**config.mk**
```make
export PLATFORM = sky130hd
export DESIGN_NAME = jtag_tap_multi
export DESIGN_NICKNAME = d
export VERILOG_FILES = /design/src/rtl/jtag_pkg.sv /design/src/rtl/jtag_tap_fsm.sv /design/src/rtl/jtag_tap_multi.sv
export SDC_FILE = /design/constraint.sdc
export NUM_CORES = 1
export LEC_CHECK = 0
export ABC_AREA = 1
export BUFFER_PORTS_ARGS = -buffer_cell sky130_fd_sc_hd__clkbuf_2
export CELL_PAD_IN_SITES_DETAIL_PLACEMENT = 0
export CELL_PAD_IN_SITES_GLOBAL_PLACEMENT = 1
export CORE_UTILIZATION = 25
export DETAILED_ROUTE_END_ITERATION = 8
export PLACE_DENSITY_LB_ADDON = 0.1
export RECOVER_POWER = 25
export SLEW_MARGIN = 0
export SYNTH_ARGS = -nofsm -noshare
export SYNTH_HDL_FRONTEND = slang
export SYNTH_SLANG_ARGS = --single-unit
export TNS_END_PERCENT = 1
```
**constraint.sdc**
```tcl
create_clock -name tck -period 3.4 [get_ports tck]
set_input_delay 0.68 -clock tck [delete_from_list [all_inputs] [get_ports tck]]
set_output_delay 0.68 -clock tck [all_outputs]
set_load 0.005 [all_outputs]
```
**src/rtl/jtag_pkg.sv**
```systemverilog
`default_nettype none
// ============================================================================
// Module      : jtag_pkg
// Description : Shared TAP state encodings, opcode constants and the
//               IEEE 1149.1 next-state function for jtag_tap_multi.
// Revision    : 1.0 - initial release
// ============================================================================
package jtag_pkg;

  // TAP states in standard order
  typedef enum logic [3:0] {
    TAP_RESET    = 4'h0,
    TAP_IDLE     = 4'h1,
    TAP_SEL_DR   = 4'h2,
    TAP_CAP_DR   = 4'h3,
    TAP_SHIFT_DR = 4'h4,
    TAP_EX1_DR   = 4'h5,
    TAP_PAUSE_DR = 4'h6,
    TAP_EX2_DR   = 4'h7,
    TAP_UPD_DR   = 4'h8,
    TAP_SEL_IR   = 4'h9,
    TAP_CAP_IR   = 4'hA,
    TAP_SHIFT_IR = 4'hB,
    TAP_EX1_IR   = 4'hC,
    TAP_PAUSE_IR = 4'hD,
    TAP_EX2_IR   = 4'hE,
    TAP_UPD_IR   = 4'hF
  } tap_state_t;

  // Opcodes; BYPASS is all-ones at whatever IR width is in use
  localparam int OPC_BYPASS       = -1;
  localparam int OPC_IDCODE       = 1;
  localparam int OPC_STATUS       = 2;
  localparam int OPC_SCRATCH_BASE = 4;

  // Standard 16-state TAP transition graph
  function automatic tap_state_t tap_next(input tap_state_t s, input logic tms);
    tap_state_t n;
    case (s)
      TAP_RESET:    n = tms ? TAP_RESET    : TAP_IDLE;
      TAP_IDLE:     n = tms ? TAP_SEL_DR   : TAP_IDLE;
      TAP_SEL_DR:   n = tms ? TAP_SEL_IR   : TAP_CAP_DR;
      TAP_CAP_DR:   n = tms ? TAP_EX1_DR   : TAP_SHIFT_DR;
      TAP_SHIFT_DR: n = tms ? TAP_EX1_DR   : TAP_SHIFT_DR;
      TAP_EX1_DR:   n = tms ? TAP_UPD_DR   : TAP_PAUSE_DR;
      TAP_PAUSE_DR: n = tms ? TAP_EX2_DR   : TAP_PAUSE_DR;
      TAP_EX2_DR:   n = tms ? TAP_UPD_DR   : TAP_SHIFT_DR;
      TAP_UPD_DR:   n = tms ? TAP_SEL_DR   : TAP_IDLE;
      TAP_SEL_IR:   n = tms ? TAP_RESET    : TAP_CAP_IR;
      TAP_CAP_IR:   n = tms ? TAP_EX1_IR   : TAP_SHIFT_IR;
      TAP_SHIFT_IR: n = tms ? TAP_EX1_IR   : TAP_SHIFT_IR;
      TAP_EX1_IR:   n = tms ? TAP_UPD_IR   : TAP_PAUSE_IR;
      TAP_PAUSE_IR: n = tms ? TAP_EX2_IR   : TAP_PAUSE_IR;
      TAP_EX2_IR:   n = tms ? TAP_UPD_IR   : TAP_SHIFT_IR;
      TAP_UPD_IR:   n = tms ? TAP_SEL_DR   : TAP_IDLE;
      default:      n = TAP_RESET;
    endcase
    return n;
  endfunction

endpackage
`default_nettype wire

```
**src/rtl/jtag_tap_fsm.sv**
```systemverilog
`default_nettype none
// ============================================================================
// Module      : jtag_tap_fsm
// Description : IEEE 1149.1 TAP controller with registered state and
//               registered per-state capture/shift/update decode flags.
// Revision    : 1.0 - initial release
// ============================================================================
module jtag_tap_fsm
  import jtag_pkg::*;
(
  input  logic       tck,
  input  logic       trst,
  input  logic       tms,
  output logic [3:0] o_state,
  output logic       o_tlr,
  output logic       o_capture_dr,
  output logic       o_shift_dr,
  output logic       o_update_dr,
  output logic       o_capture_ir,
  output logic       o_shift_ir,
  output logic       o_update_ir
);

  tap_state_t r_state;
  tap_state_t w_next;
  logic       r_tlr, r_cap_dr, r_sh_dr, r_upd_dr, r_cap_ir, r_sh_ir, r_upd_ir;

  assign w_next = tap_next(r_state, tms);

  // Advance the TAP and decode the flags from the next state so they align with r_state
  always_ff @(posedge tck or posedge trst) begin
    if (trst) begin
      r_state  <= TAP_RESET;
      r_tlr    <= 1'b1;
      r_cap_dr <= 1'b0;
      r_sh_dr  <= 1'b0;
      r_upd_dr <= 1'b0;
      r_cap_ir <= 1'b0;
      r_sh_ir  <= 1'b0;
      r_upd_ir <= 1'b0;
    end else begin
      r_state  <= w_next;
      r_tlr    <= (w_next == TAP_RESET);
      r_cap_dr <= (w_next == TAP_CAP_DR);
      r_sh_dr  <= (w_next == TAP_SHIFT_DR);
      r_upd_dr <= (w_next == TAP_UPD_DR);
      r_cap_ir <= (w_next == TAP_CAP_IR);
      r_sh_ir  <= (w_next == TAP_SHIFT_IR);
      r_upd_ir <= (w_next == TAP_UPD_IR);
    end
  end

  assign o_state      = r_state;
  assign o_tlr        = r_tlr;
  assign o_capture_dr = r_cap_dr;
  assign o_shift_dr   = r_sh_dr;
  assign o_update_dr  = r_upd_dr;
  assign o_capture_ir = r_cap_ir;
  assign o_shift_ir   = r_sh_ir;
  assign o_update_ir  = r_upd_ir;

endmodule
`default_nettype wire

```
**src/rtl/jtag_tap_multi.sv**
```systemverilog
`default_nettype none
// ============================================================================
// Module      : jtag_tap_multi
// Description : Parametrised JTAG TAP with IDCODE, fabric STATUS capture,
//               N scratch data registers with update strobes, and BYPASS
//               for every unassigned opcode.
// Revision    : 1.0 - initial release
// ============================================================================
module jtag_tap_multi
  import jtag_pkg::*;
#(
  parameter int          IR_WIDTH      = 4,
  parameter int          NUM_SCRATCH   = 2,
  parameter int          SCRATCH_WIDTH = 16,
  parameter logic [31:0] IDCODE_VAL    = 32'hbeefcafe
) (
  input  logic                                 tck,
  input  logic                                 trst,
  input  logic                                 tms,
  input  logic                                 tdi,
  output logic                                 tdo,
  output logic                                 tdo_en,
  input  logic [SCRATCH_WIDTH-1:0]             status_in,
  output logic [NUM_SCRATCH*SCRATCH_WIDTH-1:0] scratch_out,
  output logic [NUM_SCRATCH-1:0]               update_strb,
  output logic [3:0]                           tap_state
);

  localparam int DRW = (SCRATCH_WIDTH > 32) ? SCRATCH_WIDTH : 32;
  localparam int LW  = $clog2(DRW + 1);

  logic w_tlr, w_cap_dr, w_sh_dr, w_upd_dr, w_cap_ir, w_sh_ir, w_upd_ir;

  logic [IR_WIDTH-1:0]                  r_ir;
  logic [IR_WIDTH-1:0]                  r_irsh;
  logic [DRW-1:0]                       r_dr;
  logic [NUM_SCRATCH*SCRATCH_WIDTH-1:0] r_scratch;
  logic [NUM_SCRATCH-1:0]               r_strb;
  logic                                 r_tdo;
  logic                                 r_tdo_en;

  logic [NUM_SCRATCH-1:0] w_hit;
  logic                   w_sel_id;
  logic                   w_sel_st;
  logic [LW-1:0]          w_len;
  logic [DRW-1:0]         w_cap;
  logic [DRW-1:0]         w_dr_shift;

  jtag_tap_fsm u_fsm (
    .tck          (tck),
    .trst         (trst),
    .tms          (tms),
    .o_state      (tap_state),
    .o_tlr        (w_tlr),
    .o_capture_dr (w_cap_dr),
    .o_shift_dr   (w_sh_dr),
    .o_update_dr  (w_upd_dr),
    .o_capture_ir (w_cap_ir),
    .o_shift_ir   (w_sh_ir),
    .o_update_ir  (w_upd_ir)
  );

  // Opcode decode: anything not matched here falls through to a 1-bit bypass
  for (genvar k = 0; k < NUM_SCRATCH; k++) begin : g_dec
    assign w_hit[k] = (r_ir == IR_WIDTH'(OPC_SCRATCH_BASE + k));
  end

  assign w_sel_id = (r_ir == IR_WIDTH'(OPC_IDCODE));
  assign w_sel_st = (r_ir == IR_WIDTH'(OPC_STATUS));
  assign w_len    = w_sel_id ? LW'(32) :
                    (w_sel_st || (|w_hit)) ? LW'(SCRATCH_WIDTH) : LW'(1);

  // Capture source for the selected data register
  always_comb begin
    w_cap = '0;
    if (w_sel_id) begin
      w_cap[31:0] = IDCODE_VAL;
    end else if (w_sel_st) begin
      w_cap[SCRATCH_WIDTH-1:0] = status_in;
    end else begin
      for (int k = 0; k < NUM_SCRATCH; k++) begin
        if (w_hit[k]) w_cap[SCRATCH_WIDTH-1:0] = r_scratch[k*SCRATCH_WIDTH +: SCRATCH_WIDTH];
      end
    end
  end

  // One shift step: tdi lands at bit len-1, lower bits move right, upper bits hold
  always_comb begin
    w_dr_shift = r_dr;
    for (int i = 0; i < DRW - 1; i++) begin
      if (i < int'(w_len) - 1) w_dr_shift[i] = r_dr[i+1];
    end
    for (int i = 0; i < DRW; i++) begin
      if (i == int'(w_len) - 1) w_dr_shift[i] = tdi;
    end
  end

  // Posedge capture/shift of the IR and DR shift registers
  always_ff @(posedge tck or posedge trst) begin
    if (trst) begin
      r_dr   <= '0;
      r_irsh <= '0;
    end else begin
      if (w_cap_dr)     r_dr <= w_cap;
      else if (w_sh_dr) r_dr <= w_dr_shift;
      if (w_cap_ir)     r_irsh <= IR_WIDTH'(1);
      else if (w_sh_ir) r_irsh <= {tdi, r_irsh[IR_WIDTH-1:1]};
    end
  end

  // Negedge updates, strobes and serial output; TLR restores IDCODE but keeps scratch
  always_ff @(negedge tck or posedge trst) begin
    if (trst) begin
      r_ir      <= IR_WIDTH'(OPC_IDCODE);
      r_scratch <= '0;
      r_strb    <= '0;
      r_tdo     <= 1'b0;
      r_tdo_en  <= 1'b0;
    end else begin
      r_tdo_en <= w_sh_dr | w_sh_ir;
      if (w_sh_dr)      r_tdo <= r_dr[0];
      else if (w_sh_ir) r_tdo <= r_irsh[0];
      if (w_tlr)          r_ir <= IR_WIDTH'(OPC_IDCODE);
      else if (w_upd_ir)  r_ir <= r_irsh;
      for (int k = 0; k < NUM_SCRATCH; k++) begin
        r_strb[k] <= w_upd_dr & w_hit[k];
        if (w_upd_dr && w_hit[k])
          r_scratch[k*SCRATCH_WIDTH +: SCRATCH_WIDTH] <= r_dr[SCRATCH_WIDTH-1:0];
      end
    end
  end

  assign tdo         = r_tdo;
  assign tdo_en      = r_tdo_en;
  assign scratch_out = r_scratch;
  assign update_strb = r_strb;

endmodule
`default_nettype wire
```
==> flow_metrics.env <==
export IMPL_syn_area_um2=4180
export IMPL_yosysSeqAreaShare=0.521
export IMPL_powerDensity_nw_per_um2=716
export IMPL_drtIter0Drc=167
export IMPL_grt_overflow_total=0
export IMPL_synth_avg_cell_area_um2=8.48
export IMPL_place_gp_congestion=0.757
export IMPL_pin_count=60
export IMPL_cts_root_buf="clkbuf_16"
export IMPL_async_flop_share=1.00
export IMPL_final_cell_mix="nand2_1 (138), clkbuf_2 (57), inv_1 (48)"
export IMPL_cts_tree="yes"
export IMPL_die_area_um2=17300
export IMPL_crit_buf_inv=1
export IMPL_dp_cells=769
export IMPL_grt_pass1_vias=3627
export IMPL_start_util=0.260
export IMPL_setup_slack_ps=51.5
export IMPL_drtAntennaViolNets=0
export IMPL_cp_arrival_ps=2670
export IMPL_drc=0
export IMPL_synthFlopType="dfrtp_1"
export IMPL_placed_area_um2=4790
export IMPL_layout_commonest_cell="nand2_1"
export IMPL_ys_types=34
export IMPL_synth_cells=493
export IMPL_hold_viol_final=0
export IMPL_syn_nets=513
export IMPL_ctsHoldBuffers=0
export IMPL_hpwl_mm=8.55
export IMPL_grt_first_pass_wirelength_mm=19.4
export IMPL_p_seq_frac=0.411
export IMPL_nFillCells=1727
export IMPL_nets=584
export IMPL_routed_wl_mm=11.6
export IMPL_drive_above_1_share=0.221
export IMPL_cp_cell_sequence="buf_2"
export IMPL_h_tree_depth=3
export IMPL_grt_use_total=0.145
export IMPL_drv_cap=0
export IMPL_grt_start_max_net_pins=33
export IMPL_ys_ff_latch=87
export IMPL_synth_top_area_cell="dfrtp_1"
export IMPL_cpMaxStageDelayCell="dfrtn_1"
export IMPL_cp_max_fo=3
export IMPL_skew_ps=58.0
export IMPL_post_cts_buffers=0
export IMPL_cts_sinks=87
export IMPL_vias_per_cell=4.45
export IMPL_path_clk_slew_ps=60
export IMPL_slew_violations=0
export IMPL_synth_edff_count=0
export IMPL_areaGrowthSynthToFinish_pct=22.3
export IMPL_clock_latency_ps=390
export IMPL_antenna_cells=0
export IMPL_vias=3491
export IMPL_synth_top_cell_area_share=0.275
export IMPL_critPathTopFamily="flip-flops"
export IMPL_leakagePower_nw=2.43
export IMPL_final_cell_count_no_fill=785
export IMPL_cts_inserted_buffers=9
export IMPL_dp_slack_ps=86.8
export IMPL_rsz0062_at_grt="true"
export IMPL_intPower_mw=2.37
export IMPL_hp_class="input port to asynchronous set/reset pin"
export IMPL_worst_path_largest_cell_delay_ps=480
export IMPL_p_sw_frac=0.353
export IMPL_setup_viol=0
export IMPL_status="complete, no violations"
export IMPL_fp_dieH_um=131
export IMPL_switchingPower_mw=1.29
export IMPL_wl_per_cell_um=14.7
export IMPL_coreArea_um2=16100
export IMPL_io_buffers=59
export IMPL_final_core_util=0.317
export IMPL_stdcell_area_um2=5110
export IMPL_cts_path_max_buffers=2
export IMPL_drtPass1Iterations=4
export IMPL_worstPathRequired_ps=2720
export IMPL_whs_ps=268
export IMPL_maxSlewHeadroom=0.300
export IMPL_pwr_share_comb=0.303
export IMPL_critical_path_class="register to output pin"
export IMPL_vdd_drop_max_mv=0.260
export IMPL_tightestPinTransition_ps=1050
export IMPL_postCtsResizedCells=0
export IMPL_fp_dieW_um=131
export IMPL_start_kind="register"
export IMPL_r2r_slack_ps=90
export IMPL_num_rows=46
export IMPL_antenna_found_initial=0
export IMPL_p_clk_frac=0.286
export IMPL_synth_area_top_cells="dfrtp_1 (28%), dfrtn_1 (23%), nand2_1 (12%)"
export IMPL_yosysWarnings=0
export IMPL_endpoint_kind="output pin"
power groups by stage:
stage	clock network [mW]	registers (mW)	logic [mW]
floorplan	0.00368	1.46	0.841
global placement	0.00368	1.53	1.12
detailed placement	0.00368	1.52	1.12
CTS	1.09	1.51	1.13
global route	1.12	1.54	1.28
finish	1.05	1.50	1.11
worst paths after layout:
kind | startpoint | endpoint | cells past startpoint
max | scratch_out[31] | scratch_out[31] | 1
min | trst | r_dr[10] | 2
max reg2reg | r_ir[0] | r_dr[13] | 7
min reg2reg | scratch_out[27] | scratch_out[27] | 2
max in group asynchronous | trst | scratch_out[15] | 3
min in group tck | scratch_out[27] | scratch_out[27] | 2
sequential cells by signal, summed over array words and instances, names as in the netlist:
signal              flops
r_irsh                  4
tdo_en                  1
scratch_out            32
u_fsm.o_capture_ir      1
r_ir                    4
u_fsm.o_tlr             1
u_fsm.o_state           4
u_fsm.o_update_dr       1
update_strb             2
u_fsm.o_shift_dr        1
u_fsm.o_capture_dr      1
u_fsm.o_update_ir       1
u_fsm.o_shift_ir        1
tdo                     1
r_dr                   32
layout make-up:
class,count,area [um2],area share
repair buffers,76,419,0.0820
clock inverters,4,31.3,0.00612
inverters,59,230,0.0450
clock buffers,13,293,0.0573
flip-flops and latches,87,2180,0.426
multi-input cells,330,1690,0.331
well taps,216,270,0.0529
metrics by stage:
| step | total power [mW] | TNS [ps] |
|---|---|---|
| global route | 3.95 | -161 |
| finish | 3.66 | 0 |
| CTS | 3.72 | 0 |
| global placement | 2.65 | 0 |
| floorplan | 2.30 | 0 |
| detailed placement | 2.65 | 0 |
metal layers:
layer	track usage	part of all wire
met5	0	0
met4	0.0659	0.022
met3	0.0282	0.030
met2	0.232	0.46
met1	0.188	0.48
kinds of logic (layout without fill, tap and decap cells):
| family | Yosys count | after routing | synth area share |
|---|---|---|---|
| compound gates | 92 | 92 | 0.136 |
| simple gates | 238 | 238 | 0.265 |
| buf+inv | 76 | 152 | 0.0781 |
| flops | 87 | 87 | 0.521 |
cell usage after synthesis, drive strengths merged (2+ instances only):
cell,instances
nand2,142
buf,13
o221ai,2
nor2,35
o21ai,53
nand4,12
a21oi,16
dfrtn,39
dfstp,2
nand3,44
dfrtp,46
clkbuf,3
nor3,2
o211ai,16
inv,60
o22ai,2
Power figures use the tool's default switching activity.
